==> src/rtl/ifmap_stream_feeder.sv <==
// Streams one row of words from a synchronous-read scratch memory into the IFMap circular
// buffer as {tag, data}, with a one-entry skid register absorbing buffer backpressure.
module ifmap_stream_feeder #(
  parameter int unsigned DATA_WIDTH = 20,
  parameter int unsigned ADDR_WIDTH = 5,
  parameter int unsigned LEN_WIDTH  = 5
) (
  input  logic                  clk,
  input  logic                  rst,
  input  logic                  Start,
  input  logic [ADDR_WIDTH-1:0] base_addr,
  input  logic [LEN_WIDTH-1:0]  row_len,
  output logic                  mem_rd,
  output logic [ADDR_WIDTH-1:0] mem_addr,
  input  logic [DATA_WIDTH-1:0] mem_data,
  input  logic                  buf_ready,
  output logic                  buf_wen,
  output logic [DATA_WIDTH+1:0] buf_din,
  output logic                  ready,
  output logic                  done
);

  typedef enum logic [1:0] {StIdle, StStream, StFinish} state_e;

  state_e                state_q;
  logic [ADDR_WIDTH-1:0] base_q;
  logic [LEN_WIDTH-1:0]  len_q;
  logic [LEN_WIDTH-1:0]  issue_cnt_q;
  logic [LEN_WIDTH-1:0]  wr_cnt_q;
  logic                  rd_pend_q;
  logic                  skid_vld_q;
  logic [DATA_WIDTH-1:0] skid_q;
  logic [DATA_WIDTH+1:0] din_q;
  logic                  done_q;

  logic                  in_stream;
  logic [DATA_WIDTH-1:0] wr_data;
  logic [1:0]            tag;
  logic                  last_wr;

  always_comb begin
    in_stream = (state_q == StStream);
    // A new read may only be issued if its return can never collide with a held skid word.
    mem_rd    = in_stream && (issue_cnt_q < len_q) && !skid_vld_q && (!rd_pend_q || buf_ready);
    mem_addr  = base_q + ADDR_WIDTH'(issue_cnt_q);
    buf_wen   = in_stream && buf_ready && (skid_vld_q || rd_pend_q);
    wr_data   = skid_vld_q ? skid_q : mem_data;
    tag       = {wr_cnt_q == '0, wr_cnt_q == len_q - LEN_WIDTH'(1)};
    buf_din   = buf_wen ? {tag, wr_data} : din_q;
    last_wr   = buf_wen && tag[0];
    ready     = (state_q == StIdle);
    done      = done_q;
  end

  always_ff @(posedge clk) begin
    if (rst) begin
      state_q     <= StIdle;
      base_q      <= '0;
      len_q       <= '0;
      issue_cnt_q <= '0;
      wr_cnt_q    <= '0;
      rd_pend_q   <= 1'b0;
      skid_vld_q  <= 1'b0;
      skid_q      <= '0;
      din_q       <= '0;
      done_q      <= 1'b0;
    end else begin
      din_q     <= buf_din;
      done_q    <= 1'b0;
      rd_pend_q <= mem_rd;
      if (mem_rd) issue_cnt_q <= issue_cnt_q + LEN_WIDTH'(1);
      if (buf_wen) wr_cnt_q <= wr_cnt_q + LEN_WIDTH'(1);

      // Skid word drains first; a word returning alongside it takes its place.
      if (skid_vld_q) begin
        if (buf_ready) begin
          if (rd_pend_q) skid_q <= mem_data;
          else skid_vld_q <= 1'b0;
        end
      end else if (rd_pend_q && !buf_ready) begin
        skid_q     <= mem_data;
        skid_vld_q <= 1'b1;
      end

      unique case (state_q)
        StIdle: begin
          if (Start) begin
            if (row_len != '0) begin
              base_q      <= base_addr;
              len_q       <= row_len;
              issue_cnt_q <= '0;
              wr_cnt_q    <= '0;
              state_q     <= StStream;
            end else begin
              done_q <= 1'b1;
            end
          end
        end
        StStream: begin
          if (last_wr) begin
            state_q <= StFinish;
            done_q  <= 1'b1;
          end
        end
        StFinish: state_q <= StIdle;
        default:  state_q <= StIdle;
      endcase
    end
  end

endmodule

==> config.mk <==
export PLATFORM = sky130hd
export DESIGN_NAME = ifmap_stream_feeder
export DESIGN_NICKNAME = d
export VERILOG_FILES = /design/src/rtl/ifmap_stream_feeder.sv
export SDC_FILE = /design/constraint.sdc
export NUM_CORES = 1
export LEC_CHECK = 0
export ABC_CLOCK_PERIOD_IN_PS = 4920
export CORE_ASPECT_RATIO = 0.8
export CORE_MARGIN = 5
export CORE_UTILIZATION = 57
export CTS_BUF_LIST = sky130_fd_sc_hd__clkbuf_4
export CTS_CLUSTER_SIZE = 40
export DETAILED_ROUTE_END_ITERATION = 7
export PLACE_DENSITY = 0.86
export SYNTH_ARGS = -nofsm -noshare
export SYNTH_HDL_FRONTEND = slang
export SYNTH_SLANG_ARGS = --single-unit
==> constraint.sdc <==
create_clock -name clk -period 4.92 [get_ports clk]
set_input_delay 0.738 -clock clk [delete_from_list [all_inputs] [get_ports clk]]
set_output_delay 0.738 -clock clk [all_outputs]
set_load 0.02 [all_outputs]
### Word-level counts from Yosys, hierarchy flattened

Index checks and enable logic that the tools add are counted.
Widths: inputs -> output; s select.

* shift-type cells: 0
* eq/ne operators: 7
* add/subtract/negate cells: 4
* reductions and logical operators: 19
* muxes and demuxes: 26
* bitwise gates (word level): 0
* multipliers: 0
* divide/modulo/power cells: 0
* magnitude comparators: 1

Operators with widths (count)
* $mux 20: 5
* $mux 5: 8
* $mux 22: 1
* $add 5x1->5 const B: 2
* $reduce_and 3->1: 3
* $logic_and 1x1->1: 7
* $mux 1: 7
* $mux 2: 3
* $ne 2x2->1 const B: 3
* $add 5x5->5: 1
* $eq 5x5->1: 1
* $logic_not 5->1: 1
* $lt 5x5->1: 1
* $reduce_bool 5->1: 1
* $sub 5x1->5 const B: 1
* $ne 2x1->1 const B: 2
* $pmux 2 s2: 1
* $logic_not 1->1: 3
* $eq 2x1->1 const B: 1
* $logic_not 2->1: 1
* $logic_or 1x1->1: 2
* $pmux 1 s2: 1
* $reduce_bool 2->1: 1

* output and inout bits: 31
* memory bits (writable): 0
* input port bits: 34
* register bits: 67
* logic and storage cells: 67
* ROM bits: 0
* memories kept: 0
* bits in latches: 0

### Longest topological paths before layout

Gate-level depths: netlist of the first run.

* depth after elaboration: 8
* mapped depth: 8
* depth with buffers taken out: 8

### Worst setup path after synthesis of the first run

Ideal clock, no wire load.

* path type: input port to output port
* start point: input port buf_ready
* end point: output port buf_din[14]
* buffers on the path: 2
* arrival time: 1.638 ns
* required time: 4.182 ns
* path slack: 2.544 ns
* stages on the path: 4
* path through: o211a_1 buf_2 buf_2 a21oi_1

* longest elaborated chain between the ends: 3

RTL lines
* from (decl): RTL line 16 `input logic buf_ready,`
* $logic_and 1x1->1 (2 in a row): RTL line 46 `buf_wen = in_stream && buf_ready && (skid_vld_q || rd_pend_q);`
* via buf_wen: RTL line 17 `output logic buf_wen,`
* $mux 22: RTL line 49 `buf_din = buf_wen ? {tag, wr_data} : din_q;`
* to (decl): RTL line 18 `output logic [DATA_WIDTH+1:0] buf_din,`

The timed path passes the listed nets, and every way through them passes these cells.

### Final worst setup path of the first run

* start point: input port buf_ready
* end point: output port buf_din[10]

* longest elaborated chain between the ends: 3

RTL lines (RTL line)
* $logic_and 1x1->1 (2 in a row): 46
* $mux 22: 49

No other way between the ends.

==> impl_metrics.sql, run 1 <==
INSERT INTO impl_metrics (metric_group, metric, value, unit) VALUES
('run_status', 'run_status', 'complete, no violations', ''),
('floorplanning', 'die_height', '76.2', 'µm'),
('pwr', 'design_power_total', '1.11', 'mW'),
('global_route', 'first_pass_grt_wire_length', '11.6', 'mm'),
('timing', 'max_slew_margin', '22.4', '%'),
('clock_tree', 'clk_latency', '410', 'ps'),
('global_route', 'overflow', '0', ''),
('logic_synthesis', 'synth-edff-count', '0', ''),
('floorplanning', 'core-area', '5380', 'µm²'),
('logic_synthesis', 'synthXorXnorAreaFrac', '4.49', '%'),
('logic_synthesis', 'synth_compound_gate_area_share', '8.93', '%'),
('logic_synthesis', 'synthMostInstantiatedCell', 'dfxtp_1', ''),
('clock_tree', 'cts-hold-fix-buffers', '0', ''),
('routing', 'detail-route-antenna-nets', '0', ''),
('placement', 'hpwlAfterDp', '4.81', 'mm'),
('timing', 'share_of_the_cycle_needed_by_the_critical_path_after_routing', '79.1', '%'),
('floorplanning', 'design.die.area', '7070', 'µm²'),
('logic_synthesis', 'synthTopCellsByArea', 'dfxtp_1, mux2i_1, nor2_1', ''),
('clock_tree', 'numClockSinks', '67', ''),
('pwr', 'irDropWorstVdd', '0.201', 'mV'),
('timing', 'setup_viol', '0', ''),
('logic_synthesis', 'syn-num-nets', '390', ''),
('critical_path', 'critical_path.max_fanout', '30', ''),
('cells_and_area', 'net_total_in_the_final_layout', '448', ''),
('timing', 'final-max-slew-violation-count', '0', ''),
('timing', 'maxClockFrequency', '257', 'MHz'),
('global_route', 'grt_pass1_vias', '2478', ''),
('logic_synthesis', 'post_synth_and_or_nand_nor_area_fraction', '17.9', '%'),
('floorplanning', 'placement_rows', '24', ''),
('timing', 'final_hold_viol_count', '0', ''),
('logic_synthesis', 'synth_top_cell_by_area', 'dfxtp_1', ''),
('clock_tree', 'cts_max_level', '3', ''),
('pwr', 'leakage_dissipation', '1.67', 'nW'),
('timing', 'tns', '0', 'ps'),
('logic_synthesis', 'yosys-mux-area-fraction', '15.4', '%'),
('timing', 'worst_slew_pin_slew', '1160', 'ps'),
('logic_synthesis', 'synth_common_cells', 'dfxtp_1, nor2_1, mux2i_1, a21oi_1, nor2b_1', ''),
('clock_tree', 'postCtsSetupBuffers', '0', ''),
('logic_synthesis', 'yosys.area.top_type_share', '42.9', '%'),
('run', 'cap_viol_max_count', '0', ''),
('routing', 'drt_pass1_iterations', '5', ''),
('logic_synthesis', 'avg_synthesized_cell_area', '9.10', 'µm²'),
('worst_hold_path', 'worst_hold_path_class', 'reg -> reg', ''),
('timing', 'fin_hold_ws', '480', 'ps'),
('clock_tree', 'root_buffer', 'clkbuf_4', ''),
('placement', 'port_buffers', '64', ''),
('critical_path', 'worstSetupPathType', 'in -> out', ''),
('critical_path', 'cp.arrival', '3150', 'ps'),
('logic_synthesis', 'combinational_family_with_the_most_area_after_synthesis', 'simple AND/OR/NAND/NOR gates', ''),
('routing', 'dr.first_iter.drc_count', '154', ''),
('floorplanning', 'ios', '65', ''),
('floorplanning', 'floorplan.die.width', '92.8', 'µm'),
('logic_synthesis', 'seq_total_area_yosys', '42.9', '%'),
('clock_tree', 'ctsLongestPathBuffers', '2', ''),
('logic_synthesis', 'synth_fa_ha_area_share', '5.45', '%'),
('clock_tree', 'clkSlewWorstSetupHoldPaths', '100', 'ps'),
('logic_synthesis', 'yosys_warnings', '0', ''),
('routing', 'via_count', '2539', ''),
('timing', 'rsz0062_at_grt', 'no', ''),
('pwr', 'p_per_area', '283', 'nW/µm²'),
('clock_tree', 'cts_tree', 'built', ''),
('global_route', 'grt_antenna_before_repair', '0', ''),
('floorplanning', 'initial_core_util', '58.1', '%'),
('global_route', 'track_usage', '20.3', '%'),
('clock_tree', 'cts_repair_resize_count', '0', ''),
('clock_tree', 'cts-buffers-inserted', '9', ''),
('routing', 'detail_route.wirelength', '6.83', 'mm'),
('timing', 'final.min_clock_period', '3890', 'ps'),
('logic_synthesis', 'synthArstFlopShare', '0', '%'),
('critical_path', 'setup.worst_path.end_class', 'primary output', ''),
('cells_and_area', 'drive_gt1_share', '5.67', '%');
-- cells by family after synthesis --
kind of cell | count (synthesis)
buf+inv | 34
mux | 48
fa+ha+maj | 13
compound gates | 47
simple gates | 118
flops | 67
xor+xnor | 16
-- report_power, final --
part | internal (mW) | leakage [nW] | switching (mW)
Combinational | 0.0746 | 1.05 | 0.0722
Clock | 0.208 | 0.0815 | 0.187
Sequential | 0.555 | 0.542 | 0.0103
-- layout make-up --
class	instances	area (µm²)
clock buffer	10	75.1
inverter	15	56.3
clock inverter	6	80.1
multi-input combinational	242	1630
tap	65	81.3
sequential	67	1340
timing repair buffer	66	651
fill	403	1460
-- stage by stage --
stage	util [%]	area (µm²)	setup WS [ps]	instances
5_1_grt	72.8	3920	859	471
2_1_floorplan	-	3120	2540	343
6_report	72.8	3920	1030	471
4_1_cts	72.8	3920	1050	471
3_5_place_dp	69.9	3760	1060	455
3_3_place_gp	69.9	3760	1110	455
-- sequential cells by signal, indices dropped and copies added (netlist names) --
signal,count
len_q,5
skid_q,20
din_q,22
wr_cnt_q,5
base_q,5
done,1
rd_pend_q,1
state_q,2
issue_cnt_q,5
skid_vld_q,1
-- critical path, cell delays in order --
cell and delay (ps):
clkdlybuf4s50_1 520, o211a_1 590, buf_4 410, nor2_1 70, a21oi_1 170, clkdlybuf4s50_1 650
-- path summary, 6_finish.rpt --
path	depth (start not counted)	slack [ps]	end	from
min reg2reg	2	480	len_q[1]$_SDFFE_PP0P_	len_q[1]$_SDFFE_PP0P_
max reg2reg	5	2670	skid_q[6]$_SDFFE_PP0P_	skid_vld_q$_SDFF_PP0_
min	2	480	len_q[1]$_SDFFE_PP0P_	len_q[1]$_SDFFE_PP0P_
max	6	1030	buf_din[10]	buf_ready
-- cell usage in the layout (no fill, tap or decap), types with 2 or more instances in the layout --
cell type,count
nor4b_1,2
xor2_1,5
buf_4,2
nand2_1,19
o21ai_0,4
or3_1,2
ha_1,12
a21o_1,2
mux2i_1,47
clkdlybuf4s50_1,63
nand2b_1,3
nand4_1,3
bufinv_16,2
clkinv_1,2
clkbuf_4,10
nor2b_1,24
nor2_1,58
nand3_1,3
a21oi_1,33
dfxtp_1,67
inv_1,15
xnor2_1,11
-- per-layer routing --
layer,wire (µm),global-route usage [%],vias up
met3,343,6.81,6
met5,0,0,-
met2,3230,32.1,53
met1,3190,27.1,1210
li1,-,-,1270
met4,56,4.10,0
Power figures use the tool's default switching activity.
==> inputs of run 2 (changes only) <==
- ABC_CLOCK_PERIOD_IN_PS: 4920 -> 3350
- CORE_UTILIZATION: 57 -> 48
- PLACE_DENSITY: 0.86 -> 0.77
- clock period: 4.92 -> 3.35 ns (I/O delays scaled with it)
==> run 2 against run 1 <==
Effect of this change:
- first-iteration DRC count shrank 55%
- design area grew 0.80%
- highest routed layer unchanged
- sequential power grew 47%
- critical path depth grew 1
- routed wire length shrank 0.95%
==> impl_metrics.sql, run 2 (synthesized netlist as in run 1, its figures left out) <==
INSERT INTO impl_metrics (metric_group, metric, value, unit) VALUES
('critical_path', 'rr_endpoint', 'skid_q[4]$_SDFFE_PP0P_', ''),
('pwr', 'power_frac_clock', '30.2', '%'),
('clock_tree', 'numClockSinks', '67', ''),
('clock_tree', 'postCtsSetupBuffers', '0', ''),
('timing', 'final_hold_viol_count', '0', ''),
('global_route', 'grt_pass1_vias', '2452', ''),
('placement', 'port_buffers', '64', ''),
('routing', 'detail-route-antenna-nets', '0', ''),
('routing', 'detail_route.drc_violations', '0', ''),
('cells_and_area', 'finalNonFillerCells', '494', ''),
('global_route', 'grt_start_max_net_pins', '59', ''),
('worst_hold_path', 'instance_count_along_the_most_critical_hold_path', '2', ''),
('timing', 'final.min_clock_period', '3170', 'ps'),
('placement', 'routabilityCongestion', '0.725', ''),
('critical_path', 'critical_path.max_fanout', '5', ''),
('timing', 'max_slew_margin', '60.3', '%'),
('placement', 'place_inst', '478', ''),
('global_route', 'track_usage', '17.3', '%'),
('clock_tree', 'clkSlewWorstSetupHoldPaths', '100', 'ps'),
('clock_tree', 'root_buffer', 'clkbuf_4', ''),
('timing', 'tns', '0', 'ps'),
('cells_and_area', 'drive_gt1_share', '7.32', '%'),
('critical_path', 'startpoint_type', 'flip-flop', ''),
('timing', 'maxClockFrequency', '315', 'MHz'),
('pwr', 'switchingPower', '0.409', 'mW'),
('cells_and_area', 'area.growth.synth_to_final', '26.4', '%'),
('critical_path', 'r2r_start', 'skid_vld_q$_SDFF_PP0_', ''),
('routing', 'drt-vias-per-instance', '5.02', ''),
('cells_and_area', 'net_total_in_the_final_layout', '452', ''),
('critical_path', 'reg2reg_setup_slack', '1400', 'ps'),
('floorplanning', 'design.die.area', '8230', 'µm²'),
('clock_tree', 'cts_max_level', '3', ''),
('clock_tree', 'cts-buffers-inserted', '9', ''),
('worst_hold_path', 'hold_path_startpoint', 'len_q[1]$_SDFFE_PP0P_', ''),
('global_route', 'grt_antenna_before_repair', '0', ''),
('routing', 'dr.first_iter.drc_count', '70', ''),
('placement', 'hpwlAfterDp', '4.82', 'mm'),
('routing', 'detail_route.wirelength', '6.76', 'mm'),
('floorplanning', 'initial_core_util', '49.2', '%'),
('worst_hold_path', 'worst_hold_path_class', 'reg -> reg', ''),
('cells_and_area', 'leading_cell_types_in_the_layout_fill_and_taps_excluded', 'dfxtp_1, clkdlybuf4s50_1, nor2_1', ''),
('pwr', 'switching_share', '27.2', '%'),
('clock_tree', 'ctsLongestPathBuffers', '2', ''),
('cells_and_area', 'commonest_non_fill_non_tap_cell_in_the_layout', 'dfxtp_1', ''),
('routing', 'avgRoutedWirePerCell', '13.7', 'µm'),
('timing', 'final-max-slew-violation-count', '0', ''),
('timing', 'rsz0062_at_grt', 'no', ''),
('cells_and_area', 'biggestRegsByFlops', 'din_q (22), skid_q (20)', ''),
('clock_tree', 'cts_tree', 'built', ''),
('critical_path', 'cp.arrival', '2670', 'ps'),
('cells_and_area', 'max_flop_register', 'din_q', ''),
('pwr', 'leakage_dissipation', '1.68', 'nW'),
('run_status', 'run_status', 'complete, no violations', ''),
('floorplanning', 'ios', '65', ''),
('critical_path', 'worst_setup_path_startpoint', 'len_q[0]$_SDFFE_PP0P_', ''),
('timing', 'worst_slew_pin_slew', '594', 'ps'),
('floorplanning', 'die_height', '82.1', 'µm'),
('pwr', 'share_seq_of_total_power', '55.2', '%'),
('pwr', 'irDropWorstVdd', '0.244', 'mV'),
('floorplanning', 'floorplan.die.width', '100', 'µm'),
('timing', 'setup_viol', '0', ''),
('run', 'cap_viol_max_count', '0', ''),
('critical_path', 'cp_data_required_time', '2850', 'ps'),
('floorplanning', 'core-area', '6340', 'µm²'),
('global_route', 'first_pass_grt_wire_length', '11.1', 'mm'),
('clock_tree', 'cts-hold-fix-buffers', '0', ''),
('worst_hold_path', 'hold_path_end', 'len_q[1]$_SDFFE_PP0P_', ''),
('cells_and_area', 'antenna-diode-count', '0', ''),
('clock_tree', 'clk_latency', '420', 'ps'),
('critical_path', 'worstSetupPathType', 'reg -> out', ''),
('critical_path', 'reg2regPathDepth', '6', ''),
('pwr', 'p_per_area', '381', 'nW/µm²'),
('routing', 'via_count', '2480', ''),
('pwr', 'comb_power_share', '14.6', '%'),
('routing', 'drt_pass1_iterations', '5', ''),
('pwr', 'cell_internal_pwr', '1.09', 'mW'),
('timing', 'finalClockSkew', '8.04', 'ps'),
('critical_path', 'setup.worst_path.end_class', 'primary output', ''),
('timing', 'share_of_the_cycle_needed_by_the_critical_path_after_routing', '94.7', '%'),
('floorplanning', 'placement_rows', '26', ''),
('cells_and_area', 'largest_register_ffs', '22', ''),
('global_route', 'overflow', '0', '');
-- run 2: repair_timing --
action                                  4_1_cts  5_1_grt
endpoints found under the setup margin        0        1
resized for setup                             0        2
hold endpoints to repair                      0        0
-- run 2: worst max path at each step --
stage                        to  slack, ps  depth (start not counted)
floorplan           mem_addr[4]       1250                          7
global placement    buf_din[20]        320                          6
finish              buf_din[20]        180                          7
detailed placement  buf_din[20]        290                          6
global route        buf_din[20]         60                          7
CTS                 buf_din[20]         70                          7
-- run 2: stage by stage --
| step | utilization (%) | power, mW | hold slack [ps] | setup WS, ps | instance area, µm² |
|---|---|---|---|---|---|
| finish | 62.2 | 1.50 | 478 | 177 | 3950 |
| global route | 62.2 | 1.58 | 522 | 63.8 | 3950 |
| CTS | 62.1 | 1.52 | 480 | 70.0 | 3940 |
| detailed placement | 60.3 | 1.07 | 466 | 291 | 3830 |
| global placement | 60.3 | 1.06 | 464 | 324 | 3830 |
| floorplan | - | 0.972 | 449 | 1250 | 3120 |
-- run 2: power groups by stage --
stage	Sequential, mW	Combinational [mW]	Clock [mW]
after floorplan	0.844	0.128	0
after global placement	0.847	0.215	0
after detailed placement	0.848	0.219	0
after CTS	0.830	0.220	0.467
after global routing	0.833	0.239	0.503
final	0.830	0.219	0.454
-- run 2: cell type report --
class / count / area (µm²)
fillers: 551 / 2400
multi-input cells: 242 / 1640
flip-flops and latches: 67 / 1340
repair buffers: 70 / 693
well taps: 84 / 105
clock buffers: 11 / 82.6
inverters: 15 / 56.3
clock inverters: 5 / 30.0
-- run 2: layer usage --
layer / vias up / global-route usage, % / part of all wire, % / wire [µm]
li1: 1264 / - / - / -
met1: 1165 / 21.9 / 47 / 3150
met2: 45 / 27.2 / 47 / 3190
met3: 6 / 6.47 / 5.4 / 365
met4: 0 / 6.19 / 0.80 / 54
met5: - / 0 / 0 / 0
-- run 2: critical path: stages, from the launching register on --
cell,delay (ps)
dfxtp_2,390
inv_1,60
ha_1,240
o21ba_2,230
a221oi_1,340
o2111ai_2,260
nand2_1,130
clkdlybuf4s50_1,600
==> inputs of run 3 (changes only) <==
- ABC_AREA: unset -> 1
- PLACE_DENSITY: 0.77 -> 0.76
==> run 3 against run 2 <==
Effect of this change:
- clock skew up 8.3 ps
- synthesized area is 3.7% higher
- worst hold slack worse by 22 ps
- register-to-register slack got worse by 200 ps
- global-route usage is 1.2 points higher
- combinational power grew 30%
- highest routed layer unchanged
==> impl_metrics.sql, run 3 <==
INSERT INTO impl_metrics (metric_group, metric, value, unit) VALUES
('logic_synthesis', 'avg_synthesized_cell_area', '7.10', 'µm²'),
('timing', 'setup_viol', '0', ''),
('floorplanning', 'die_height', '83.5', 'µm'),
('cells_and_area', 'biggestRegsByFlops', 'din_q (22), skid_q (20)', ''),
('placement', 'port_buffers', '64', ''),
('critical_path', 'setup.worst_path.end_class', 'primary output', ''),
('global_route', 'track_usage', '18.4', '%'),
('cells_and_area', 'max_flop_register', 'din_q', ''),
('clock_tree', 'cts_tree', 'built', ''),
('cells_and_area', 'largest_register_ffs', '22', ''),
('global_route', 'first_pass_grt_wire_length', '12.8', 'mm'),
('timing', 'final.min_clock_period', '3140', 'ps'),
('cells_and_area', 'net_total_in_the_final_layout', '565', ''),
('timing', 'rsz0062_at_grt', 'no', ''),
('logic_synthesis', 'synth_ff_type', 'dfxtp_1', ''),
('cells_and_area', 'fillers', '578', ''),
('logic_synthesis', 'seq_total_area_yosys', '41.4', '%'),
('critical_path', 'cpPeakStageDelay', '610', 'ps'),
('critical_path', 'reg2reg_setup_slack', '1200', 'ps'),
('floorplanning', 'core-area', '6470', 'µm²'),
('critical_path', 'critical_path.max_fanout', '12', ''),
('logic_synthesis', 'syn-cell-area', '3240', 'µm²'),
('clock_tree', 'cts-hold-fix-buffers', '0', ''),
('routing', 'dr.first_iter.drc_count', '106', ''),
('logic_synthesis', 'ffs_latches_synth', '67', ''),
('worst_hold_path', 'worst_hold_path_class', 'reg -> reg', ''),
('worst_hold_path', 'hold_path_end', 'skid_q[10]$_SDFFE_PP0P_', ''),
('timing', 'finalClockSkew', '16.3', 'ps'),
('placement', 'placed_area', '3920', 'µm²'),
('floorplanning', 'placement_rows', '26', ''),
('timing', 'final_hold_viol_count', '0', ''),
('floorplanning', 'floorplan.die.width', '102', 'µm'),
('logic_synthesis', 'synth_common_cells', 'nand2_1, inv_1, dfxtp_1, o21ai_0, nor2_1', ''),
('clock_tree', 'ctsLongestPathBuffers', '2', ''),
('timing', 'final-max-slew-violation-count', '0', ''),
('timing', 'maxClockFrequency', '318', 'MHz'),
('run_status', 'run_status', 'complete, no violations', ''),
('clock_tree', 'clk_latency', '410', 'ps'),
('logic_synthesis', 'syn-num-nets', '503', ''),
('global_route', 'overflow', '0', ''),
('critical_path', 'timing.critical_path.cells', 'clkdlybuf4s50_1, nand3_1, nor2_4, buf_12, buf_4, or2_2, o21ai_0, inv_1, clkdlybuf4s50_1', ''),
('worst_hold_path', 'hold_path_startpoint', 'skid_q[10]$_SDFFE_PP0P_', ''),
('logic_synthesis', 'synth_top_cell_by_area', 'dfxtp_1', ''),
('routing', 'via_count', '2976', ''),
('pwr', 'irDropWorstVdd', '0.232', 'mV'),
('clock_tree', 'numClockSinks', '67', ''),
('pwr', 'leakage_dissipation', '1.95', 'nW'),
('timing', 'share_of_the_cycle_needed_by_the_critical_path_after_routing', '93.7', '%'),
('routing', 'drt-vias-per-instance', '4.90', ''),
('logic_synthesis', 'yosys_warnings', '0', ''),
('global_route', 'grt_pass1_vias', '2856', ''),
('logic_synthesis', 'synthArstFlopShare', '0', '%'),
('cells_and_area', 'area.growth.synth_to_final', '27.0', '%'),
('routing', 'detail_route.wirelength', '7.46', 'mm'),
('critical_path', 'cp.arrival', '2640', 'ps'),
('critical_path', 'r2r_start', 'skid_vld_q$_SDFF_PP0_', ''),
('clock_tree', 'cts-buffers-inserted', '9', ''),
('clock_tree', 'root_buffer', 'clkbuf_4', ''),
('critical_path', 'cp_data_required_time', '2850', 'ps'),
('cells_and_area', 'commonest_non_fill_non_tap_cell_in_the_layout', 'nand2_1', ''),
('critical_path', 'critPathMostFrequentCell', 'clkdlybuf4s50_1', ''),
('routing', 'drt_pass1_iterations', '5', ''),
('critical_path', 'startpoint_type', 'primary input', ''),
('logic_synthesis', 'synth-edff-count', '0', ''),
('timing', 'worst_slew_pin_slew', '698', 'ps'),
('worst_hold_path', 'instance_count_along_the_most_critical_hold_path', '2', ''),
('cells_and_area', 'leading_cell_types_in_the_layout_fill_and_taps_excluded', 'nand2_1, inv_1, dfxtp_1', ''),
('global_route', 'grt_antenna_before_repair', '0', ''),
('logic_synthesis', 'postSynthCellCount', '456', ''),
('clock_tree', 'cts_max_level', '3', ''),
('critical_path', 'worstSetupPathType', 'in -> out', ''),
('logic_synthesis', 'yosys.cell_types.count', '25', ''),
('placement', 'hpwlAfterDp', '5.26', 'mm'),
('timing', 'max_slew_margin', '53.4', '%'),
('clock_tree', 'clkSlewWorstSetupHoldPaths', '100', 'ps'),
('logic_synthesis', 'synthMostInstantiatedCell', 'nand2_1', ''),
('floorplanning', 'ios', '65', ''),
('routing', 'detail-route-antenna-nets', '0', ''),
('routing', 'avgRoutedWirePerCell', '12.3', 'µm'),
('logic_synthesis', 'synthTopCellsByArea', 'dfxtp_1, o21ai_0, nand2_1', ''),
('critical_path', 'critical-path-slowest-cell', 'clkdlybuf4s50_1', ''),
('critical_path', 'rr_endpoint', 'skid_q[11]$_SDFFE_PP0P_', ''),
('cells_and_area', 'final_core_utilization', '63.5', '%'),
('critical_path', 'reg2regPathDepth', '5', ''),
('placement', 'routabilityCongestion', '0.883', ''),
('global_route', 'grt_start_max_net_pins', '43', ''),
('cells_and_area', 'layout.cell_area.non_filler', '4110', 'µm²'),
('logic_synthesis', 'yosys.area.top_type_share', '41.4', '%'),
('timing', 'tns', '0', 'ps'),
('cells_and_area', 'drive_gt1_share', '9.94', '%'),
('cells_and_area', 'antenna-diode-count', '0', ''),
('pwr', 'p_per_area', '419', 'nW/µm²'),
('run', 'cap_viol_max_count', '0', ''),
('routing', 'detail_route.drc_violations', '0', ''),
('floorplanning', 'initial_core_util', '50.0', '%'),
('floorplanning', 'design.die.area', '8500', 'µm²');
[run 3: changes by cell type in the layout (fill, tap and decap cells not counted), moves of 14 or more]
cell     delta
inv_1      +53
mux2i_1    -47
nand2_1    +52
nor2_1     -14
nor2b_1    -24
o21ai_0    +54
o21ai_1    +19
or2_2      +21
[run 3: area by class of cell]
type / count / area (µm²) / share of cell area [%]
Inverter: 71 / 267 / 6.48
Sequential cell: 67 / 1340 / 32.6
Timing Repair Buffer: 70 / 698 / 17.0
Multi-Input combinational cell: 299 / 1540 / 37.5
Tap cell: 84 / 105 / 2.55
Clock buffer: 9 / 67.6 / 1.64
Clock inverter: 7 / 92.6 / 2.25
[run 3: kinds of logic after synthesis]
logic type      Yosys count  share of synthesized area [%]
compound gates          118                           18.5
xor+xnor                  8                           2.16
fa+ha+maj                13                           5.25
buf+inv                  90                           11.0
flops                    67                           41.4
simple gates            160                           21.7
[run 3: worst max path at each step]
stage | start | to | cells after the start | slack [ps]
after global routing | buf_ready | buf_din[1] | 9 | 70
final | buf_ready | buf_din[1] | 9 | 210
after detailed placement | buf_ready | buf_din[1] | 7 | 190
after floorplan | issue_cnt_q[0]$_SDFF_PP0_ | mem_addr[4] | 5 | 1280
after global placement | buf_ready | buf_din[0] | 7 | 280
after CTS | buf_ready | buf_din[1] | 7 | 180
[run 3: where the power goes]
part	total (mW)	switching, mW	leakage (nW)	internal (mW)
logic	0.285	0.157	1.33	0.128
clock network	0.596	0.296	0.0796	0.300
registers	0.842	0.0156	0.544	0.826
[run 3: layer usage]
metal,vias up,global-route usage [%],part of all wire (%)
met5,-,0,0
met1,1331,23.8,47
met4,0,5.13,1.2
met2,66,29.2,46
met3,9,6.35,6.1
li1,1570,-,-
[run 3: stage by stage]
step	hold WS [ps]	total power, mW	setup slack, ps	cells
after floorplan	425	1.03	1280	456
after global placement	432	1.14	275	588
after detailed placement	441	1.14	191	588
after CTS	457	1.74	179	604
after global routing	470	1.81	66.3	607
final	456	1.72	209	607
[run 3: what timing repair did]
action,4_1_cts,5_1_grt
gates resized for setup,0,0
endpoints found under the setup margin,0,2
hold endpoints to repair,0,0
setup buffers,0,3
[run 3: worst max-delay path, delay by kind of cell]
| kind | cells | cell delay [ps] |
|---|---|---|
| buf+inv | 5 | 1520 |
| compound gates | 1 | 100 |
| simple gates | 3 | 500 |
